`config.mk`:
```
export PLATFORM = sky130hd
export DESIGN_NAME = fifo_write_drainer
export DESIGN_NICKNAME = d
export VERILOG_FILES = /design/src/rtl/fifo_write_drainer.sv
export SDC_FILE = /design/constraint.sdc
export NUM_CORES = 1
export LEC_CHECK = 0
export ABC_AREA = 0
export BUFFER_PORTS_ARGS = -buffer_cell sky130_fd_sc_hd__clkbuf_2
export CAP_MARGIN = 10
export CELL_PAD_IN_SITES_DETAIL_PLACEMENT = 0
export CELL_PAD_IN_SITES_GLOBAL_PLACEMENT = 1
export CORE_MARGIN = 5
export CORE_UTILIZATION = 36
export CTS_BUF_LIST = sky130_fd_sc_hd__clkbuf_4 sky130_fd_sc_hd__clkbuf_8
export CTS_CLUSTER_DIAMETER = 30
export DETAILED_ROUTE_END_ITERATION = 6
export PLACE_DENSITY = 0.83
export SLEW_MARGIN = 5
export SYNTH_ARGS = -nofsm -noshare
export SYNTH_HDL_FRONTEND = slang
export SYNTH_SLANG_ARGS = --single-unit
```
`constraint.sdc`:
```
create_clock -name clk -period 1.4 [get_ports clk]
set_input_delay 0.28 -clock clk [delete_from_list [all_inputs] [get_ports clk]]
set_output_delay 0.28 -clock clk [all_outputs]
set_load 0.01 [all_outputs]
```
`src/rtl/fifo_write_drainer.sv`:
```
// rtl/fifo_write_drainer.sv - drains a write-request FIFO into a stallable byte-write memory port
module fifo_write_drainer #(
  parameter int ADDR_BITS  = 17,
  parameter int BYTE_BITS  = 8,
  parameter int DATA_WIDTH = 25,
  parameter int MAX_BURST  = 16,
  parameter int CNT_BITS   = 16
) (
  input  logic                  clk,
  input  logic                  reset_n,
  input  logic                  enable,
  input  logic [DATA_WIDTH-1:0] fifo_rd_data,
  input  logic                  fifo_empty,
  output logic                  fifo_rd_en,
  output logic [ADDR_BITS-1:0]  mem_addr,
  output logic [BYTE_BITS-1:0]  mem_data,
  output logic                  mem_we,
  input  logic                  mem_ready,
  output logic                  busy,
  output logic [CNT_BITS-1:0]   write_count
);

  localparam int BURST_BITS = $clog2(MAX_BURST + 1);

  typedef enum logic [1:0] {
    S_IDLE   = 2'd0,
    S_SETTLE = 2'd1,
    S_POP    = 2'd2,
    S_WRITE  = 2'd3
  } state_t;

  state_t                state_q, state_d;
  logic [ADDR_BITS-1:0]  addr_q, addr_d;
  logic [BYTE_BITS-1:0]  data_q, data_d;
  logic [BURST_BITS-1:0] burst_q, burst_d;
  logic [BURST_BITS-1:0] burst_inc;
  logic [CNT_BITS-1:0]   count_q, count_d;
  logic                  we_q, rd_en_q, busy_q;

  assign burst_inc = burst_q + BURST_BITS'(1);

  always_comb begin
    state_d = state_q;
    addr_d  = addr_q;
    data_d  = data_q;
    burst_d = burst_q;
    count_d = count_q;
    case (state_q)
      S_IDLE: begin
        burst_d = '0;
        if (enable && !fifo_empty) state_d = S_SETTLE;
      end
      S_SETTLE: state_d = S_POP;
      S_POP: begin
        addr_d  = fifo_rd_data[DATA_WIDTH-1:BYTE_BITS];
        data_d  = fifo_rd_data[BYTE_BITS-1:0];
        state_d = S_WRITE;
      end
      S_WRITE: begin
        if (mem_ready) begin
          count_d = count_q + CNT_BITS'(1);
          burst_d = burst_inc;
          // A full burst always returns to IDLE so the arbiter sees a free cycle.
          if (burst_inc == BURST_BITS'(MAX_BURST)) state_d = S_IDLE;
          else if (!fifo_empty && enable)          state_d = S_SETTLE;
          else                                     state_d = S_IDLE;
        end
      end
      default: state_d = S_IDLE;
    endcase
  end

  // Strobes are registered from the next state so they line up with it.
  always_ff @(posedge clk or negedge reset_n) begin
    if (!reset_n) begin
      state_q <= S_IDLE;
      addr_q  <= '0;
      data_q  <= '0;
      burst_q <= '0;
      count_q <= '0;
      we_q    <= 1'b0;
      rd_en_q <= 1'b0;
      busy_q  <= 1'b0;
    end else begin
      state_q <= state_d;
      addr_q  <= addr_d;
      data_q  <= data_d;
      burst_q <= burst_d;
      count_q <= count_d;
      we_q    <= (state_d == S_WRITE);
      rd_en_q <= (state_d == S_POP);
      busy_q  <= (state_d != S_IDLE);
    end
  end

  assign fifo_rd_en  = rd_en_q;
  assign mem_addr    = addr_q;
  assign mem_data    = data_q;
  assign mem_we      = we_q;
  assign busy        = busy_q;
  assign write_count = count_q;

endmodule

```
==> results of run 1 <==
timing repair:
action | 4_1_cts | 5_1_grt
resized for setup | 0 | 4
buffers inserted | 0 | 4
hold buffers | 1 | 0
endpoints found under the setup margin | 0 | 31
endpoints found under the hold margin | 51 | 0
stage by stage:
| stage | hold slack (ns) | instances |
|---|---|---|
| floorplan | -0.0156 | 155 |
| global placement | 0.295 | 301 |
| detailed placement | 0.293 | 301 |
| CTS | 0.195 | 309 |
| global route | 0.185 | 313 |
| finish | 0.204 | 313 |
cells in the mapped netlist:
library cell,instances,area (µm²)
a21bo_2,1,10.0
a21boi_0,1,7.51
a21o_1,1,7.51
a22o_1,1,8.76
a311o_1,1,10.0
and2_1,1,6.26
and3_1,3,18.8
and4_1,2,17.5
buf_2,1,5.00
buf_4,2,15.0
buf_6,1,11.3
dfrtp_1,51,1280
ha_1,2,25.0
mux2_2,25,282
nand2_1,12,45.0
nand3_1,8,40.0
nand3_4,1,17.5
nand4_1,6,37.5
nand4b_1,1,8.76
nor2_1,3,11.3
nor2_2,2,12.5
nor2_4,1,11.3
nor2b_1,4,25.0
o21ai_0,5,25.0
o21ai_1,1,5.00
or2_2,1,6.26
xnor2_1,13,114
xor2_1,4,35.0
layer usage:
layer	part of all wire	global-route usage	vias to the layer above
li1	-	-	712
met5	0	0	-
met4	0.011	0.0340	0
met2	0.45	0.172	56
met1	0.45	0.152	695
met3	0.094	0.0428	5
how the worst min path moves through the flow:
stage / endpoint / slack (ns) / from / cells after the start
detailed placement: burst_q[2] / 0.29 / reset_n / 2
CTS: mem_data[5] / 0.20 / fifo_rd_data[5] / 2
floorplan: burst_q[0] / -0.02 / reset_n / 0
global placement: burst_q[2] / 0.29 / reset_n / 2
finish: mem_data[5] / 0.20 / fifo_rd_data[5] / 2
global route: mem_addr[1] / 0.19 / fifo_rd_data[9] / 2
flip-flops by register name (all words and copies together), names as in the netlist:
name,cells
mem_data,8
mem_we,1
mem_addr,17
write_count,16
burst_q,5
fifo_rd_en,1
state_q,2
busy,1
worst max-delay path: stages, from the launching register on:
cell and delay, ns:
dfrtp_2 0.47, nor2b_2 0.17, buf_12 0.19, mux2_2 0.35
kinds of logic (layout without fill, tap and decap cells):
group / count (synthesis) / count (layout) / share of synthesized area
xor+xnor: 17 / 17 / 0.0711
compound gates: 11 / 11 / 0.0352
mux: 25 / 25 / 0.134
simple gates: 45 / 45 / 0.123
flops: 51 / 51 / 0.609
fa+ha+maj: 2 / 2 / 0.0119
buf+inv: 4 / 90 / 0.0149
cells in the final DEF (no fill, tap or decap), drive strengths merged:
cell         synthesis  final
xor2                 4      4
dfrtp               51     51
a21boi               1      1
nand3                9      9
or2                  1      1
a311o                1      1
a21o                 1      1
buf                  4      9
nand4                6      6
a22o                 1      1
clkbuf               0     78
dlygate4sd3          0      1
and3                 3      3
nand2               12     12
nor2                 6      6
o21ai                6      6
ha                   2      2
and4                 2      2
a21bo                1      1
nor2b                4      4
and2                 1      1
mux2                25     25
xnor2               13     13
bufinv               0      1
nand4b               1      1
clkinvlp             0      1
where the power goes:
part	switching (W)	total, W	internal [W]
combinational	0.000959	0.00208	0.00112
sequential	0.000374	0.00241	0.00203
clock	0.000466	0.000988	0.000523
final cells by class:
type                       instances  share of cell area
timing repair buffer              83               0.171
multi-input combinational        100               0.291
clock buffer                       5              0.0251
clock inverter                     2              0.0137
sequential                        51               0.467
tap                               72              0.0329
==> impl_results.rst, run 1 <==
.. list-table::
   :header-rows: 1

   * - Metric
     - Value
   * - Leakage power figure
     - 1.31 nW
   * - Gate Count Post-Synth
     - 155
   * - Top Ports
     - 74
   * - Remaining Overflow, GRT
     - 0
   * - Post-detailed-route via-to-cell ratio
     - 4.69
   * - Height of the die
     - 86.3 µm
   * - Post-detailed-placement cell area
     - between 2000 and 3000 µm²
   * - Synth Warn #
     - 0
   * - Register-to-register setup slack
     - 0.09 ns
   * - Routed via count
     - around 1500
   * - First-pass iteration count of the detailed router
     - 4
   * - Kind of critical path
     - register to register
   * - Worst path required time
     - 1.58 ns
   * - RR Startpoint
     - state_q[0]
   * - Core Footprint
     - about 5600 µm²
   * - Clock transition at the register clock pins on the worst setup and hold paths after CTS
     - 0.09 ns
   * - Worst-case setup margin in the final layout
     - 0.0860 ns
   * - Max Fanout on Critical Path
     - 25
   * - H-tree depth
     - 2
   * - WP data arrival
     - 1.49 ns
   * - Wire length of the first global-routing pass
     - 6.78 mm
   * - Average instance area after synthesis
     - 13.5 µm²
   * - CTS root buf
     - clkbuf_8
   * - Starting density of the core
     - 0.376
   * - Final Wtd Congestion
     - about 0.70
   * - Wirelength per Cell
     - 13.1 µm
   * - Synthesized netlist net count
     - around 190
   * - Count of unresolved DRC violations after routing
     - 0
   * - Fraction of layout instances using a drive strength above 1
     - 0.515
   * - Ant diodes
     - 0
   * - Clock buffer depth
     - 2
   * - CTS tree
     - done
   * - Standard-cell row count
     - 27
   * - Vias in the first global route
     - between 1000 and 1500
   * - Flip-flop and latch count after synthesis
     - 51
   * - GRT Overall Usage
     - 0.114
   * - Path class of the lowest-slack min-delay path
     - input pin to register
   * - Die area
     - 7440 µm²
   * - Clock latency reported for the late side of the worst-skew pair
     - 0.30 ns
   * - Multi-input gate area in the final layout
     - around 800 µm²
   * - Final hold viol count
     - 0
   * - Final-report max-slew violation count
     - 0
   * - Final #Nets
     - 273
   * - Area used by sequential logic in the layout
     - 1280 µm²
   * - Run status
     - finished clean
   * - CTS Buf Count
     - 5
   * - Max-cap violations
     - 0
   * - Endpoints failing setup
     - 0
   * - Share of the yosys chip area belonging to registers
     - 0.609
   * - Total chip power
     - 0.00547 W
   * - Final core utilization
     - 0.492
   * - Area delta synth->final
     - 30.8%
   * - Setup TNS
     - 0 ns
   * - Fin Clk Skew
     - 0.00964 ns
   * - CTS sink count
     - 51
   * - Detailed router's first-iteration violation count
     - 25
   * - Total half-perimeter wirelength after legalization and detailed placement
     - 2.96 mm
   * - Worst reg2reg endpoint
     - mem_data[0]
   * - Final ANT Viol Nets
     - 0
   * - Final period utilization
     - 0.939
   * - Setup crit end kind
     - register
   * - Number of antenna violations at the first check in global routing
     - 0
   * - Normalized max-slew margin
     - 0.801
   * - Die extent in x
     - 86.3 µm
   * - Pin count of the biggest net entering global routing
     - 52
   * - WL final
     - approximately 4 mm
   * - Port Buffers
     - 73
   * - Crit. Startpoint
     - state_q[0]
   * - Crit path to
     - mem_data[0]
   * - Slew of the pin with the lowest slew margin
     - 0.298 ns
   * - Combined area of all synthesized cells
     - approximately 2100 µm²
   * - Sort of element at the start of the critical path
     - register
   * - Post-placement setup slack
     - 0.0372 ns
   * - Total non-filler cell area in the finished layout
     - 2740 µm²
   * - Final critical-path required period
     - ~1.3 ns
   * - Total power density per cell area
     - 2000 nW/µm²
   * - Worst supply voltage drop on vdd
     - roughly 0.00082 V
   * - Count of cell types in the netlist
     - 28
   * - Maximum frequency from static timing analysis
     - 761 MHz
   * - Worst Reg2Reg Path Length in Cells
     - 3
   * - Number of inserted filler cells in the final layout
     - 497
(Power assumes the default switching activity.)
==> inputs of run 2 (changes only) <==
--- a/config.mk
+++ b/config.mk
@@ -11,11 +11,11 @@
 export CELL_PAD_IN_SITES_DETAIL_PLACEMENT = 0
 export CELL_PAD_IN_SITES_GLOBAL_PLACEMENT = 1
 export CORE_MARGIN = 5
-export CORE_UTILIZATION = 36
+export CORE_UTILIZATION = 30
 export CTS_BUF_LIST = sky130_fd_sc_hd__clkbuf_4 sky130_fd_sc_hd__clkbuf_8
 export CTS_CLUSTER_DIAMETER = 30
 export DETAILED_ROUTE_END_ITERATION = 6
-export PLACE_DENSITY = 0.83
+export PLACE_DENSITY = 0.72
 export SLEW_MARGIN = 5
 export SYNTH_ARGS = -nofsm -noshare
 export SYNTH_HDL_FRONTEND = slang
==> impl_results.rst, run 2 (same netlist as run 1, synthesis figures left out) <==
.. list-table::
   :header-rows: 1

   * - Metric
     - Value
   * - Clock latency reported for the late side of the worst-skew pair
     - slightly below 0.3 ns
   * - Die area
     - between 8000 and 9000 µm²
   * - Fin Clk Skew
     - 0.00571 ns
   * - Slew of the pin with the lowest slew margin
     - 0.275 ns
   * - H-tree depth
     - 2
   * - Starting density of the core
     - 0.308
   * - Wirelength per Cell
     - 11.9 µm
   * - Top Ports
     - 74
   * - WL final
     - 4.03 mm
   * - Routed metal-1 wirelength
     - 1.74 mm
   * - Worst supply voltage drop on vdd
     - 0.000762 V
   * - Max Fanout on Critical Path
     - 25
   * - Final-report max-slew violation count
     - 0
   * - Area delta synth->final
     - 32.9%
   * - Fraction of layout instances using a drive strength above 1
     - 0.521
   * - Sort of element at the start of the critical path
     - register
   * - Post-detailed-route via-to-cell ratio
     - 4.36
   * - Final core utilization
     - 0.410
   * - Normalized max-slew margin
     - 0.816
   * - Final critical-path required period
     - 1.30 ns
   * - Clock buffer depth
     - 2
   * - CTS Buf Count
     - 5
   * - Die extent in x
     - 93.6 µm
   * - Run status
     - finished clean
   * - Number of inserted filler cells in the final layout
     - approximately 640
   * - Wire length of the first global-routing pass
     - 6.83 mm
   * - RR Startpoint
     - state_q[1]
   * - Final Wtd Congestion
     - 0.756
   * - Vias in the first global route
     - 1509
   * - Core Footprint
     - roughly 6800 µm²
   * - Height of the die
     - 93.6 µm
   * - GRT Overall Usage
     - 0.0980
   * - CTS sink count
     - 51
   * - Wire length on met2
     - roughly 1.9 mm
   * - Total half-perimeter wirelength after legalization and detailed placement
     - 3.00 mm
   * - Largest register FFs
     - 17
   * - Worst Reg2Reg Path Length in Cells
     - 3
   * - WP data arrival
     - about 1.5 ns
   * - Hold path start
     - fifo_rd_data[10]
   * - Count of unresolved DRC violations after routing
     - 0
   * - Top library cells by usage in the layout, fill and taps aside
     - clkbuf_2 (73), dfrtp_1 (49), mux2_2 (25)
   * - Highest signal layer in the routed design
     - met4
   * - Port Buffers
     - 73
   * - Crit. Startpoint
     - state_q[1]
   * - Pin count of the biggest net entering global routing
     - 52
   * - Register-to-register setup slack
     - 0.10 ns
   * - Clock transition at the register clock pins on the worst setup and hold paths after CTS
     - 0.09 ns
   * - Setup crit end kind
     - register
   * - Worst slack on hold paths
     - 0.212 ns
   * - Kind of critical path
     - register to register
   * - Final period utilization
     - 0.927
   * - Maximum frequency from static timing analysis
     - 770 MHz
   * - Ant diodes
     - 0
   * - First-pass iteration count of the detailed router
     - 4
   * - Remaining Overflow, GRT
     - 0
   * - Final ANT Viol Nets
     - 0
   * - Worst reg2reg endpoint
     - mem_addr[13]
   * - Max-cap violations
     - 0
   * - CTS tree
     - done
   * - Worst path required time
     - 1.58 ns
   * - Path class of the lowest-slack min-delay path
     - input pin to register
   * - Total power density per cell area
     - about 2000 nW/µm²
   * - Routed via count
     - 1472
   * - CTS root buf
     - clkbuf_8
   * - Detailed router's first-iteration violation count
     - 34
   * - Crit path to
     - mem_addr[13]
   * - Final hold viol count
     - 0
   * - Leading cell type in the layout, fill and taps excluded
     - clkbuf_2
   * - Final #Nets
     - 273
   * - RSZ-0062 raised after global routing
     - true
   * - Standard-cell row count
     - 30
   * - Endpoints failing setup
     - 0
   * - Routed wl met3
     - between 300 and 400 µm
   * - Leakage power figure
     - 1.32 nW
   * - Number of antenna violations at the first check in global routing
     - 0
==> run 2: routing by layer <==
| metal | global-route usage | up-vias |
|---|---|---|
| li1 | - | 707 |
| met1 | 0.114 | 709 |
| met2 | 0.162 | 52 |
| met3 | 0.0394 | 4 |
| met4 | 0.0361 | 0 |
| met5 | 0 | - |
==> run 2: repair_timing <==
item                       in CTS  in global routing
resized for setup               0                  5
setup endpoints to repair       0                 25
buffers inserted                0                  1
hold endpoints to repair       51                  0
hold buffers                    1                  0
==> run 2: report_power, final <==
part	switching, W	total, W	leakage, nW	internal, W
clock	0.000454	0.00103	0.0612	0.000578
combinational	0.000956	0.00207	0.631	0.00111
sequential	0.000360	0.00239	0.630	0.00203
==> run 2: worst min path at each step <==
stage	end	slack (ns)	depth (start not counted)
2_1_floorplan	burst_q[0]	-0.02	0
3_3_place_gp	mem_addr[2]	0.30	2
3_5_place_dp	mem_addr[2]	0.30	2
4_1_cts	mem_addr[4]	0.19	2
5_1_grt	mem_addr[2]	0.19	2
6_report	mem_addr[2]	0.21	2
==> run 2: final cells by class <==
| class | count | area, µm² | area share |
|---|---|---|---|
| Tap cell | 96 | 120 | 0.0431 |
| Clock buffer | 6 | 82.6 | 0.0297 |
| Sequential cell | 51 | 1280 | 0.459 |
| Timing Repair Buffer | 83 | 468 | 0.168 |
| Multi-Input combinational cell | 100 | 800 | 0.287 |
| Clock inverter | 2 | 35.0 | 0.0126 |
==> run 2: worst max-delay path, stage by stage (launching register included) <==
cell and delay, ns:
dfrtp_2 0.43, nor2b_2 0.21, buf_12 0.19, mux2_2 0.35
==> run 2: through the flow <==
stage	power, W	setup slack, ns	area [µm²]	setup TNS [ns]	instances
2_1_floorplan	0.00364	0.0622	2090	0	155
3_3_place_gp	0.00447	0.0694	2640	0	328
4_1_cts	0.00558	0.0175	2760	0	337
3_5_place_dp	0.00450	0.0379	2640	0	328
6_report	0.00549	0.102	2780	0	338
5_1_grt	0.00589	-0.0282	2780	-0.0282	338
==> inputs of run 3 (changes only) <==
--- a/config.mk
+++ b/config.mk
@@ -7,7 +7,6 @@
 export LEC_CHECK = 0
 export ABC_AREA = 0
 export BUFFER_PORTS_ARGS = -buffer_cell sky130_fd_sc_hd__clkbuf_2
-export CAP_MARGIN = 10
 export CELL_PAD_IN_SITES_DETAIL_PLACEMENT = 0
 export CELL_PAD_IN_SITES_GLOBAL_PLACEMENT = 1
 export CORE_MARGIN = 5
==> constraint.sdc (replaced) <==
create_clock -name clk -period 1.4 [get_ports clk]
set_input_delay 0 -clock clk [delete_from_list [all_inputs] [get_ports clk]]
set_output_delay 0 -clock clk [all_outputs]
set_load 0.01 [all_outputs]
==> impl_results.rst, run 3 (same netlist as run 1, synthesis figures left out) <==
.. list-table::
   :header-rows: 1

   * - Metric
     - Value
   * - Final critical-path required period
     - 1.31 ns
   * - Sort of element at the start of the critical path
     - register
   * - Height of the die
     - 93.6 µm
   * - Post-placement setup slack
     - around 0.038 ns
   * - Top library cells by usage in the layout, fill and taps aside
     - clkbuf_2 (73), dfrtp_1 (49), dlygate4sd3_1 (27)
   * - WP data arrival
     - 1.49 ns
   * - Wirelength per Cell
     - 12.4 µm
   * - Worst reg2reg endpoint
     - mem_addr[9]
   * - Final Wtd Congestion
     - 0.756
   * - Wire length of the first global-routing pass
     - 7.58 mm
   * - RR Startpoint
     - state_q[1]
   * - Area delta synth->final
     - 45.3%
   * - Internal portion of total power
     - 0.00377 W
   * - CTS sink count
     - between 50 and 60
   * - Leading cell type in the layout, fill and taps excluded
     - clkbuf_2
   * - Routed via count
     - roughly 1600
   * - Max-cap violations
     - 0
   * - Count of unresolved DRC violations after routing
     - 0
   * - Sequential Power Share
     - 0.430
   * - Detailed router's first-iteration violation count
     - 38
   * - Run status
     - finished clean
   * - Crit path to
     - mem_addr[9]
   * - Combinational Power Share
     - 0.383
   * - Die area
     - just under 9000 µm²
   * - RSZ-0062 raised after global routing
     - true
   * - Largest register FFs
     - 17
   * - Worst path required time
     - 1.58 ns
   * - Post-Place Cells
     - 328
   * - Top Ports
     - 74
   * - Worst-case setup margin in the final layout
     - 0.0925 ns
   * - Starting density of the core
     - 0.308
   * - WL final
     - 4.50 mm
   * - Final period utilization
     - 0.934
   * - Normalized max-slew margin
     - 0.818
   * - Clk network pwr share
     - 0.187
   * - Leakage power figure
     - 1.43 nW
   * - Clock latency reported for the late side of the worst-skew pair
     - around 0.3 ns
   * - Switching share of power
     - 0.325
   * - Kind of critical path
     - register to register
   * - Post-detailed-route via-to-cell ratio
     - 4.34
   * - Register-to-register setup slack
     - 0.09 ns
   * - Ant diodes
     - 0
   * - Final hold viol count
     - 0
   * - Total half-perimeter wirelength after legalization and detailed placement
     - 3.00 mm
   * - Final ANT Viol Nets
     - 0
   * - Clock buffer depth
     - 2
   * - Maximum frequency from static timing analysis
     - ~760 MHz
   * - Critical path's largest stage delay
     - 0.44 ns
   * - Standard-cell row count
     - 30
   * - CTS tree
     - done
   * - Setup crit end kind
     - register
   * - Final-report max-slew violation count
     - 0
   * - Die extent in x
     - 93.6 µm
   * - Vias in the first global route
     - 1657
   * - CTS Buf Count
     - 5
   * - Crit. Startpoint
     - state_q[1]
   * - First-pass iteration count of the detailed router
     - 4
   * - Max stage delay cell, worst path
     - dfrtp_2
   * - Final #Nets
     - about 300
   * - Count of non-filler cells in the finished layout
     - 364
   * - Worst Reg2Reg Path Length in Cells
     - 3
   * - GRT Overall Usage
     - 0.109
   * - Path class of the lowest-slack min-delay path
     - input pin to register
   * - Worst supply voltage drop on vdd
     - between 0.0007 and 0.0008 V
   * - Pin count of the biggest net entering global routing
     - 52
   * - Net load switching power
     - 0.00181 W
   * - Port Buffers
     - 73
   * - CTS root buf
     - clkbuf_8
   * - Max Fanout on Critical Path
     - 25
   * - H-tree depth
     - 2
   * - Total power density per cell area
     - 1830 nW/µm²
   * - Clock transition at the register clock pins on the worst setup and hold paths after CTS
     - 0.09 ns
   * - Fraction of layout instances using a drive strength above 1
     - 0.470
   * - Slew of the pin with the lowest slew margin
     - 0.272 ns
   * - Ordered list of cells on the worst path
     - nor2b_2 -> buf_12 -> mux2_2
   * - Endpoints failing setup
     - 0
   * - Core Footprint
     - ~6800 µm²
   * - Remaining Overflow, GRT
     - 0
   * - Fin Clk Skew
     - 0.00869 ns
   * - Number of antenna violations at the first check in global routing
     - 0
-- run 3: changes by cell type in the layout (fill, tap and decap cells not counted) --
cell | before | now
dlygate4sd3_1 | 1 | 27
-- run 3: per-stage QoR --
step / utilization / power, W / hold slack [ns] / cell area (µm²) / TNS (ns)
detailed placement: 0.388 / 0.00450 / 0.0214 / 2640 / 0
floorplan: - / 0.00364 / -0.296 / 2090 / 0
global placement: 0.388 / 0.00447 / 0.0184 / 2640 / 0
finish: 0.448 / 0.00558 / 0.0203 / 3040 / 0
CTS: 0.445 / 0.00564 / 0.00812 / 3020 / 0
global route: 0.448 / 0.00598 / 0.0173 / 3040 / -0.0258
-- run 3: per-layer routing --
| metal | vias to the layer above | part of all wire | track usage |
|---|---|---|---|
| met5 | - | 0 | 0 |
| met3 | 5 | 0.080 | 0.0362 |
| met4 | 0 | 0.013 | 0.0361 |
| met1 | 765 | 0.44 | 0.124 |
| met2 | 52 | 0.47 | 0.191 |
| li1 | 759 | - | - |
-- run 3: worst max-delay path, delay by kind of cell (launching register included) --
family | cells | cell delay, ns
DFF | 1 | 0.44
muxes | 1 | 0.35
and+or+nand+nor | 1 | 0.21
buffers and inverters | 1 | 0.19
-- run 3: worst min path at each step --
stage / start / to / slack (ns) / cells past startpoint
after floorplan: reset_n / burst_q[0] / -0.30 / 0
after global placement: reset_n / mem_addr[2] / 0.02 / 2
after detailed placement: reset_n / mem_addr[2] / 0.02 / 2
after CTS: fifo_empty / busy / 0.008 / 3
after global routing: fifo_empty / busy / 0.02 / 3
final: fifo_empty / busy / 0.02 / 3
-- run 3: layout make-up --
type	count	area (µm²)
clock buffer	6	82.6
clock inverter	2	35.0
fill	613	3750
sequential	51	1280
multi-input combinational	100	800
tap	96	120
timing repair buffer	109	728
-- run 3: repair_timing --
item                                    4_1_cts  5_1_grt
setup buffers                                 0        1
endpoints found under the setup margin        0       25
hold endpoints to repair                     77        0
hold buffers                                 27        0
resized for setup                             0        5
-- run 3: power by group through the flow --
stage | clock [W] | sequential [W] | combinational, W
after floorplan | 0 | 0.00265 | 0.000993
after global placement | 0 | 0.00242 | 0.00205
after detailed placement | 0 | 0.00242 | 0.00208
after CTS | 0.00110 | 0.00239 | 0.00215
after global routing | 0.00115 | 0.00248 | 0.00235
final | 0.00104 | 0.00240 | 0.00214
